## config.mk

```make
export PLATFORM = sky130hd
export DESIGN_NAME = inst_prefetch_queue
export DESIGN_NICKNAME = d
export VERILOG_FILES = /design/src/rtl/inst_prefetch_queue.sv
export SDC_FILE = /design/constraint.sdc
export NUM_CORES = 1
export LEC_CHECK = 0
export BUFFER_PORTS_ARGS = -buffer_cell sky130_fd_sc_hd__buf_2
export CAP_MARGIN = 5
export CORE_MARGIN = 5
export CORE_UTILIZATION = 35
export DETAILED_ROUTE_END_ITERATION = 12
export GPL_ROUTABILITY_DRIVEN = 0
export GPL_TIMING_DRIVEN = 0
export PLACE_DENSITY = 0.52
export SETUP_SLACK_MARGIN = 0.2
export SYNTH_ARGS = -nofsm -noshare
export SYNTH_HDL_FRONTEND = slang
export SYNTH_SLANG_ARGS = --single-unit
```

## constraint.sdc

```tcl
create_clock -name clock -period 5.75 [get_ports clock]
set_clock_uncertainty 0.15 [all_clocks]
set_input_delay 0 -clock clock [delete_from_list [all_inputs] [get_ports clock]]
set_output_delay 0 -clock clock [all_outputs]
set_load 0.1 [all_outputs]
```

## src/rtl/inst_prefetch_queue.sv

```systemverilog
// inst_prefetch_queue: FWFT FIFO of {pc, instr} between IF and ID; emits a NOP when empty and is cleared by flush.
module inst_prefetch_queue #(
    parameter int DATA_W = 32,
    parameter int ADDR_W = 32,
    parameter int DEPTH = 4,
    localparam int CNT_W = $clog2(DEPTH + 1)
) (
    input  logic              clock,
    input  logic              reset,
    input  logic              flush,
    input  logic              if_valid,
    input  logic [ADDR_W-1:0] if_pc,
    input  logic [DATA_W-1:0] if_instr,
    output logic              if_ready,
    output logic              id_valid,
    output logic [ADDR_W-1:0] id_pc,
    output logic [DATA_W-1:0] id_instr,
    input  logic              id_ready,
    output logic [CNT_W-1:0]  count,
    output logic              full,
    output logic              empty
);
    localparam int PTR_W = $clog2(DEPTH);

    generate
        if (DEPTH < 2 || (DEPTH & (DEPTH - 1)) != 0) begin : g_bad_depth
            $error("inst_prefetch_queue: DEPTH must be a power of two >= 2");
        end
    endgenerate

    logic [ADDR_W+DATA_W-1:0] mem [DEPTH];
    logic [ADDR_W+DATA_W-1:0] head;
    logic [PTR_W-1:0]         wr_ptr;
    logic [PTR_W-1:0]         rd_ptr;
    logic                     push;
    logic                     pop;

    assign full     = count == CNT_W'(DEPTH);
    assign empty    = count == '0;
    assign if_ready = !full;
    assign id_valid = !empty;
    assign push     = if_valid & if_ready & !flush;
    assign pop      = id_valid & id_ready & !flush;
    assign head     = mem[rd_ptr];
    assign id_pc    = empty ? '0 : head[DATA_W +: ADDR_W];
    assign id_instr = empty ? '0 : head[DATA_W-1:0];

    always_ff @(posedge clock or negedge reset) begin
        if (!reset) begin
            mem    <= '{default: '0};
            wr_ptr <= '0;
            rd_ptr <= '0;
            count  <= '0;
        end else if (flush) begin
            wr_ptr <= '0;
            rd_ptr <= '0;
            count  <= '0;
        end else begin
            if (push) begin
                mem[wr_ptr] <= {if_pc, if_instr};
                wr_ptr      <= wr_ptr + 1'b1;
            end
            if (pop)
                rd_ptr <= rd_ptr + 1'b1;
            if (push && !pop)
                count <= count + 1'b1;
            else if (pop && !push)
                count <= count - 1'b1;
        end
    end

    a_count_bound: assert property (@(posedge clock) disable iff (!reset) count <= CNT_W'(DEPTH));
endmodule

```

==> Word level (Yosys, flattened, before mapping) <==
Index checks and enable logic that the tools add are counted.
{ "word_totals": {"ff_bits": 263, "inputBits": 69, "elab_cells": 50} }
{ "op_classes": {"add_sub_neg": 4, "order_cmp": 3, "n_eq_ne": 1, "n_mux": 15, "bitwise_logic": 7, "n_reduce_logical": 13} }
{ "op_table": {"columns": ["op", "count"], "rows": [
  ["256-bit bitwise mux", 1],
  ["64-bit two-way mux", 3],
  ["64-bit binary-select mux with 2-bit select", 1],
  ["64-bit demux with 2-bit select", 1],
  ["32-bit two-way mux", 2],
  ["3-bit two-way mux", 3],
  ["2-bit two-way mux", 4],
  ["3-bit greater-or-equal comparator (second input constant)", 2],
  ["2-bit inverter with 3-bit output", 2],
  ["1-bit zero test", 5],
  ["2-bit by 1-bit adder with 2-bit output (second input constant)", 2],
  ["1-bit bitwise AND", 4],
  ["2-bit nonzero test", 2],
  ["3-bit by 1-bit adder with 3-bit output (second input constant)", 1],
  ["3-bit == test (second input constant)", 1],
  ["1-bit logical AND", 3],
  ["3-bit zero test", 1],
  ["3-bit by 1-bit < comparator with 1-bit output (second input constant)", 1],
  ["3-bit nonzero test", 1],
  ["3-bit by 1-bit subtractor with 3-bit output (second input constant)", 1],
  ["2-bit AND reduction", 1],
  ["1-bit inverter", 1]
]} }

==> Logic depth before layout (Yosys ltp) <==
Gate-level depths: netlist of run 1.
{ "logic_depth": {"depth_word": 9, "depth_mapped": 10, "mapped_depth_nobuf": 9} }

==> Least setup slack after synthesis of run 1 <==
OpenSTA, ideal clock, no wires.
{ "synth_path": {"path_type": "reg-to-reg", "startpoint": "register count[2]", "endpoint": "register count[1]", "setup_ns": 0.094, "arrival_ns": 4.005, "required_time_ns": 5.506, "slack_ns": 1.501, "stages_incl_launch_ff": 10, "n_path_buf": 1, "synth_period_minus_slack_ns": 4.249, "path_cell_list": "dfrtp_1 buf_6 or3b_2 inv_1 nor3b_2 and2_1 fa_1 a311oi_1 o21ai_0 a211oi_1"} }
{ "synth_lines": {"columns": ["item", "line", "rtl"], "rows": [
  ["start, declared", "19", "output logic [CNT_W-1:0] count,"],
  ["start signal, assigned", "66", "count <= count + 1'b1;"],
  ["start signal, assigned", "68", "count <= count - 1'b1;"],
  ["3-bit == test (*)", "38", "assign full = count == CNT_W'(DEPTH);"],
  ["1-bit zero test (*)", "40", "assign if_ready = !full;"],
  ["net if_ready", "14", "output logic if_ready,"],
  ["1-bit bitwise AND (*) (2 in a row)", "42", "assign push = if_valid & if_ready & !flush;"],
  ["1-bit logical AND / 1-bit zero test (equally long branches)", "65, 67", null],
  ["3-bit two-way mux / 1-bit logical AND (equally long branches)", "65, 67", null],
  ["3-bit two-way mux / 3-bit nonzero test (equally long branches)", null, null]
]} }
The timed path passes the listed nets; every way through them passes the cells marked *.
A chain may end at the register's enable or synchronous reset.

==> Worst setup path in the final report of run 1 <==
{ "layout_path": {"startpoint": "register count[2]", "endpoint": "register count[1]"} }
{ "layout_via": {"elab_chain_cells": 8} }
{ "layout_rtl": {"columns": ["item", "line", "rtl"], "rows": [
  ["3-bit zero test", "39", "assign empty = count == '0;"],
  ["1-bit zero test", "41", "assign id_valid = !empty;"],
  ["1-bit bitwise AND (2 in a row)", "43", "assign pop = id_valid & id_ready & !flush;"],
  ["1-bit zero test", "65", "if (push && !pop)"],
  ["1-bit logical AND", "65", null],
  ["3-bit two-way mux", "65", null],
  ["3-bit two-way mux", "54", "end else if (flush) begin"]
]} }
Several ways; a longest one is shown, not always the timed one.

==> impl_metrics.tcl, run 1 <==
set metrics [dict create \
    wl_per_cell_um 18.84 \
    crit_path_top_delay_cell "dlygate4sd3_1" \
    final-hold-violation-count 0 \
    worstSetupEndpointType "flop" \
    insertion_delay_ns 0.55 \
    cts_max_level 1 \
    finalWirelength_um 27790 \
    syn_avg_cell_area_um2 16.05 \
    synth_largest_type_area_fraction_pct 54.59 \
    yosysWarnings 0 \
    timing.critical_path.max_delay_family "simple AND/OR/NAND/NOR gates" \
    layout-drive-gt1-share_pct 53.73 \
    first_pass_iters 4 \
    hold_path_startpoint "if_instr[17]" \
    fin_nets 1071 \
    critical_path.startpoint_type "flop" \
    met1_usage_pct 20.50 \
    crit_path_cell_trace "buf_6 -> or3b_2 -> inv_1 -> nor3b_2 -> and2_1 -> fa_1 -> a311oi_1 -> o21ai_0 -> a211oi_1 -> dlygate4sd3_1" \
    global_route.usage.total_pct 14.59 \
    final_common_cell "dfrtp_1" \
    synthDominantAreaCellType "dfrtp_1" \
    most-common-layout-cells "dfrtp_1, mux2_2, buf_2" \
    fp.coreArea_um2 34290 \
    buffers_and_inverters_on_the_worst_path 3 \
    worst_ep_required_ns 6.09 \
    globalRouteOverflowTotal 0 \
    place_hpwl_um 17820 \
    stdcell_area_um2 15190 \
    fp.dieW_um 195.6 \
    grt.met3_usage_pct 2.812 \
    largest_net_degree_at_the_start_of_global_routing 103 \
    maxSlewHeadroom_pct 37.54 \
    postCtsSetupBuffers 0 \
    avgViaCountPerCell 4.852 \
    postCtsHoldBufs 73 \
    cp_data_arrival_time_ns 3.71 \
    synth_seq_area_share_pct 54.59 \
    syn_inst_count 751 \
    grt_setup_unrepaired "false" \
    timing.final.crit_share_pct 58.64 \
    grt_first_pass_wirelength_um 45170 \
    clkTransAtPathRegs_ns 0.06 \
    synth.cell_area_um2 12060 \
    drc_errors 0 \
    synth-seq-cells 263 \
    totalPowerFinal_mw 9.449 \
    achievable-frequency_mhz 296.6 \
    finish.cell_count_without_fillers 1475 \
    worstSetupPathType "flop to flop" \
    cts.path.max_buffers 3 \
    mappedNetlistNets 825 \
    reg2reg_from "count[2]" \
    drt-initial-drc-count 170 \
    buffer_ports.inserted 138 \
    die_h_um 195.6 \
    post-route-min-period_ns 3.372 \
    fp-row-count 68 \
    clkSinkCount 263 \
    worstPathMaxFanout 8 \
    outcome "completed" \
    cts_resized 0 \
    design.portCount 140 \
    slew_viol_final 0 \
    netlist_top_cells_area "dfrtp_1, mux2_2, mux4_2" \
    grt_pass1_vias 7874 \
    antenna_found_initial 1 \
    max_stage_delay_ns 0.57 \
    global_route.peak_usage_layer "met2" \
    worst_slew_pin_slew_ns 0.9369 \
    tritoncts_clock_tree "built" \
    placedInstanceArea_um2 13380 \
    hp-class "primary input to flop" \
    globalRouteMet2Util_pct 23.91 \
    worstSetupStartpoint "count[2]" \
    antenna_left 0 \
    area_growth_syn_to_layout_pct 25.99 \
    setup_tns_after_final_layout_ns 0 \
    hold-worst-slack_ns 0.1078 \
    die-area_um2 38260 \
    max_cap_violations 0 \
    ir_drop_uv 444.9 \
    synth_cell_types 32 \
    leakagePower_nw 6.926 \
    dp_cells 1346 \
    antenna-diode-count 0 \
    cts-buffers-inserted 31 \
    total_of_endpoints_with_negative_setup_slack_in_the_final_report 0 \
    cts-root-buf "clkbuf_16" \
    power-per-cell-area_nw_per_um2 622.1 \
    vias 7156 \
    initial_utilization_pct 35.16 \
]
==> cell type report <==
class / instances / area, um2
plain buffers: 49 / 387.9
clock buffers: 48 / 959.7
clock inverters: 8 / 100.1
fillers: 3152 / 19100
inverters: 7 / 26.28
multi-input cells: 432 / 5060
flip-flops and latches: 263 / 6581
well taps: 455 / 569.3
repair buffers: 213 / 1504
==> through the flow <==
stage               util, %  setup slack (ns)
floorplan                 -             1.501
global placement      38.83           -0.7074
detailed placement    39.02             2.875
CTS                   44.30             2.275
global route          44.30             2.135
finish                44.30             2.378
==> state kept, by name, indices dropped and copies added (netlist names) <==
name,count
wr_ptr,2
mem,256
count,3
rd_ptr,2
==> synthesized netlist by cell type <==
cell type	n
dfrtp_1	263
mux2_2	256
and2_1	65
mux4_2	64
buf_6	21
clkbuf_1	17
inv_1	7
nand2_1	6
buf_2	5
nor2_1	5
clkbuf_8	4
ha_1	4
nand2_2	4
a21oi_1	3
nand3_1	3
o21ai_0	3
xnor2_1	3
buf_1	2
mux2i_1	2
xor2_1	2
a211oi_1	1
a21boi_0	1
a311oi_1	1
a31oi_1	1
fa_1	1
nor2b_1	1
nor3_1	1
nor3b_2	1
o2111ai_1	1
o22ai_1	1
or3_1	1
or3b_2	1
==> kinds of logic (layout without fill, tap and decap cells) <==
| kind of cell | Yosys count | after routing | synth area share (%) |
|---|---|---|---|
| flops | 263 | 263 | 54.59 |
| simple gates | 88 | 88 | 4.369 |
| compound gates | 12 | 12 | 0.6228 |
| xor+xnor | 5 | 5 | 0.3633 |
| fa+ha+maj | 5 | 5 | 0.5812 |
| buf+inv | 56 | 325 | 3.435 |
| mux | 322 | 322 | 36.04 |
==> routing by layer <==
layer | vias to the layer above | part of all wire (%)
li1 | 3239 | -
met2 | 115 | 48
met5 | - | 0.047
met4 | 2 | 1.9
met3 | 40 | 4.1
met1 | 3760 | 46
==> worst min-delay path, delay by kind of cell <==
kind	cells	cell delay, ns
buf+inv	2	0.64
mux	1	0.14
==> final timing paths <==
| path | endpoint | slack [ns] | cells past startpoint |
|---|---|---|---|
| max | count[1] | 2.38 | 10 |
| min | mem[81] | 0.11 | 3 |
| max reg2reg | count[1] | 2.38 | 10 |
| min reg2reg | mem[98] | 0.35 | 1 |
| max in group asynchronous | mem[194] | 4.49 | 4 |
| min in group asynchronous | mem[161] | 0.47 | 4 |
==> where the power goes <==
part | internal, mW | switching (mW)
Clock | 1.23 | 0.765
Sequential | 2.65 | 0.360
Combinational | 1.51 | 2.94
Note: power is estimated with default switching activity, not from simulation.
==> run 2: changes to the inputs <==
==> constraint.sdc (replaced) <==
create_clock -name clock -period 3.2 [get_ports clock]
set_clock_uncertainty 0.15 [all_clocks]
set_input_delay 0 -clock clock [delete_from_list [all_inputs] [get_ports clock]]
set_output_delay 0 -clock clock [all_outputs]
set_load 0.1 [all_outputs]
==> run 2 against run 1 <==
  * Final area grew 0.45%
  * Clock power grew 87%
  * Core utilization grew 0.20 points
  * Worst setup slack lost 2.0 ns
  * Sequential cell count is the same
==> impl_metrics.tcl, run 2 (synthesis gave the netlist of run 1 again) <==
set metrics [dict create \
    place_hpwl_um 17850 \
    outcome "completed" \
    maxSlewHeadroom_pct 54.63 \
    first_pass_iters 4 \
    clkTransAtPathRegs_ns 0.06 \
    register_area_um2 6588 \
    max_cap_violations 0 \
    slew_viol_final 0 \
    wl_per_cell_um 18.94 \
    insertion_delay_ns 0.55 \
    most-common-layout-cells "dfrtp_1, mux2_2, buf_2" \
    layout-drive-gt1-share_pct 55.11 \
    finalWirelength_um 27920 \
    worst_slew_pin_slew_ns 0.6806 \
    fillers 3105 \
    drc_errors 0 \
    die_h_um 195.6 \
    rrSetupSlack_ns 0.36 \
    hp-class "primary input to flop" \
    fin_nets 1069 \
    drt-initial-drc-count 288 \
    critical_path.startpoint_type "flop" \
    global_route.usage.total_pct 14.72 \
    fp.coreArea_um2 34290 \
    cts.path.max_buffers 3 \
    avgViaCountPerCell 4.862 \
    cp_data_arrival_time_ns 2.70 \
    globalRouteOverflowTotal 0 \
    ir_drop_uv 787.4 \
    grt_first_pass_wirelength_um 45530 \
    timing.final.crit_share_pct 89.12 \
    vias 7166 \
    fp-row-count 68 \
    multi_input_comb_area_um2 5069 \
    grt_setup_unrepaired "false" \
    area_growth_syn_to_layout_pct 26.56 \
    setup_tns_after_final_layout_ns 0 \
    final-hold-violation-count 0 \
    antenna_found_initial 1 \
    dp_cells 1346 \
    clkSinkCount 263 \
    worst_ep_required_ns 3.05 \
    largest_net_degree_at_the_start_of_global_routing 116 \
    fp.dieW_um 195.6 \
    buffer_ports.inserted 138 \
    total_of_endpoints_with_negative_setup_slack_in_the_final_report 0 \
    top_regs "mem: 256 flops, count: 3 flops" \
    cts-buffers-inserted 30 \
    worstPathMaxFanout 10 \
    post-route-min-period_ns 2.852 \
    final_common_cell "dfrtp_1" \
    design.portCount 140 \
    registers.top_by_ff_count "mem" \
    tritoncts_clock_tree "built" \
    worstSetupPathType "flop to primary output" \
    die-area_um2 38260 \
    cts-root-buf "clkbuf_16" \
    leakagePower_nw 6.951 \
    cts_max_level 1 \
    worstSetupEndpointType "primary output" \
    antenna_left 0 \
    finish.cell_count_without_fillers 1474 \
    number_of_flip_flops_under_the_largest_register_name 256 \
    grt_pass1_vias 7891 \
    initial_utilization_pct 35.16 \
    power-per-cell-area_nw_per_um2 1125 \
    achievable-frequency_mhz 350.7 \
]
-- run 2: changes by cell type in the layout (fill, tap and decap cells not counted), moves of 2 or more --
cell	change
dfrtp_1	-3
bufinv_16	+3
clkbuf_2	+11
clkinv_2	-2
buf_2	-5
buf_4	+4
clkbuf_1	-8
buf_1	-2
clkinvlp_4	+2
clkbuf_8	-3
dfrtp_2	+2
-- run 2: worst max-delay path: stages, from the launching register on --
cell      delay [ns]
dfrtp_4         0.50
buf_6           0.15
or3_1           0.46
clkbuf_2        0.28
clkbuf_2        0.26
and2_1          0.20
buf_2           0.29
-- run 2: final timing paths --
path                              start          end  cells after the start
setup / recovery               count[2]  id_instr[1]                      6
hold / removal             if_instr[20]     mem[148]                      3
setup reg to reg               count[2]     count[1]                      9
hold reg to reg                 mem[55]      mem[55]                      1
max in group asynchronous         reset     count[2]                      4
min in group asynchronous         reset      mem[35]                      4
-- run 2: repair_timing --
| action | 4_1_cts | 5_1_grt |
|---|---|---|
| endpoints found under the setup margin | 58 | 28 |
| buffers inserted | 0 | 0 |
| hold endpoints to repair | 526 | 0 |
| hold buffers | 72 | 0 |
| gates resized for setup | 11 | 9 |
-- run 2: area by class of cell --
type / instances / area share (%)
antenna: 1 / 0.01640
clock inverter: 9 / 1.156
multi-input combinational: 432 / 33.22
tap: 455 / 3.731
sequential: 263 / 43.18
clock buffer: 46 / 6.044
inverter: 7 / 0.1968
timing repair buffer: 212 / 9.743
buffer: 49 / 2.714
-- run 2: stage by stage --
step           area, um2  util [%]  power (mW)  setup WS [ns]  hold slack [ns]
2_1_floorplan      12070         -       11.99        -0.3537          -0.4456
3_3_place_gp       13330     38.89       13.40         -4.207           0.1347
3_5_place_dp       13400     39.08       13.50         0.3701          -0.2345
4_1_cts            15250     44.47       17.41         0.1929          0.08209
5_1_grt            15260     44.50       18.08         0.2299          0.09666
6_report           15260     44.50       17.16         0.3482           0.1104
-- run 2: per-layer routing --
layer	vias up	GRT usage, %	routed length, um
li1	3248	-	-
met1	3738	21.32	13050
met2	142	23.45	13010
met3	38	2.830	1322
met4	0	2.689	532
met5	-	0	0
-- run 2: where the power goes --
group	total (mW)	switching (mW)	internal, mW
registers	5.42	0.657	4.76
logic	8.02	5.29	2.73
clock network	3.73	1.36	2.37
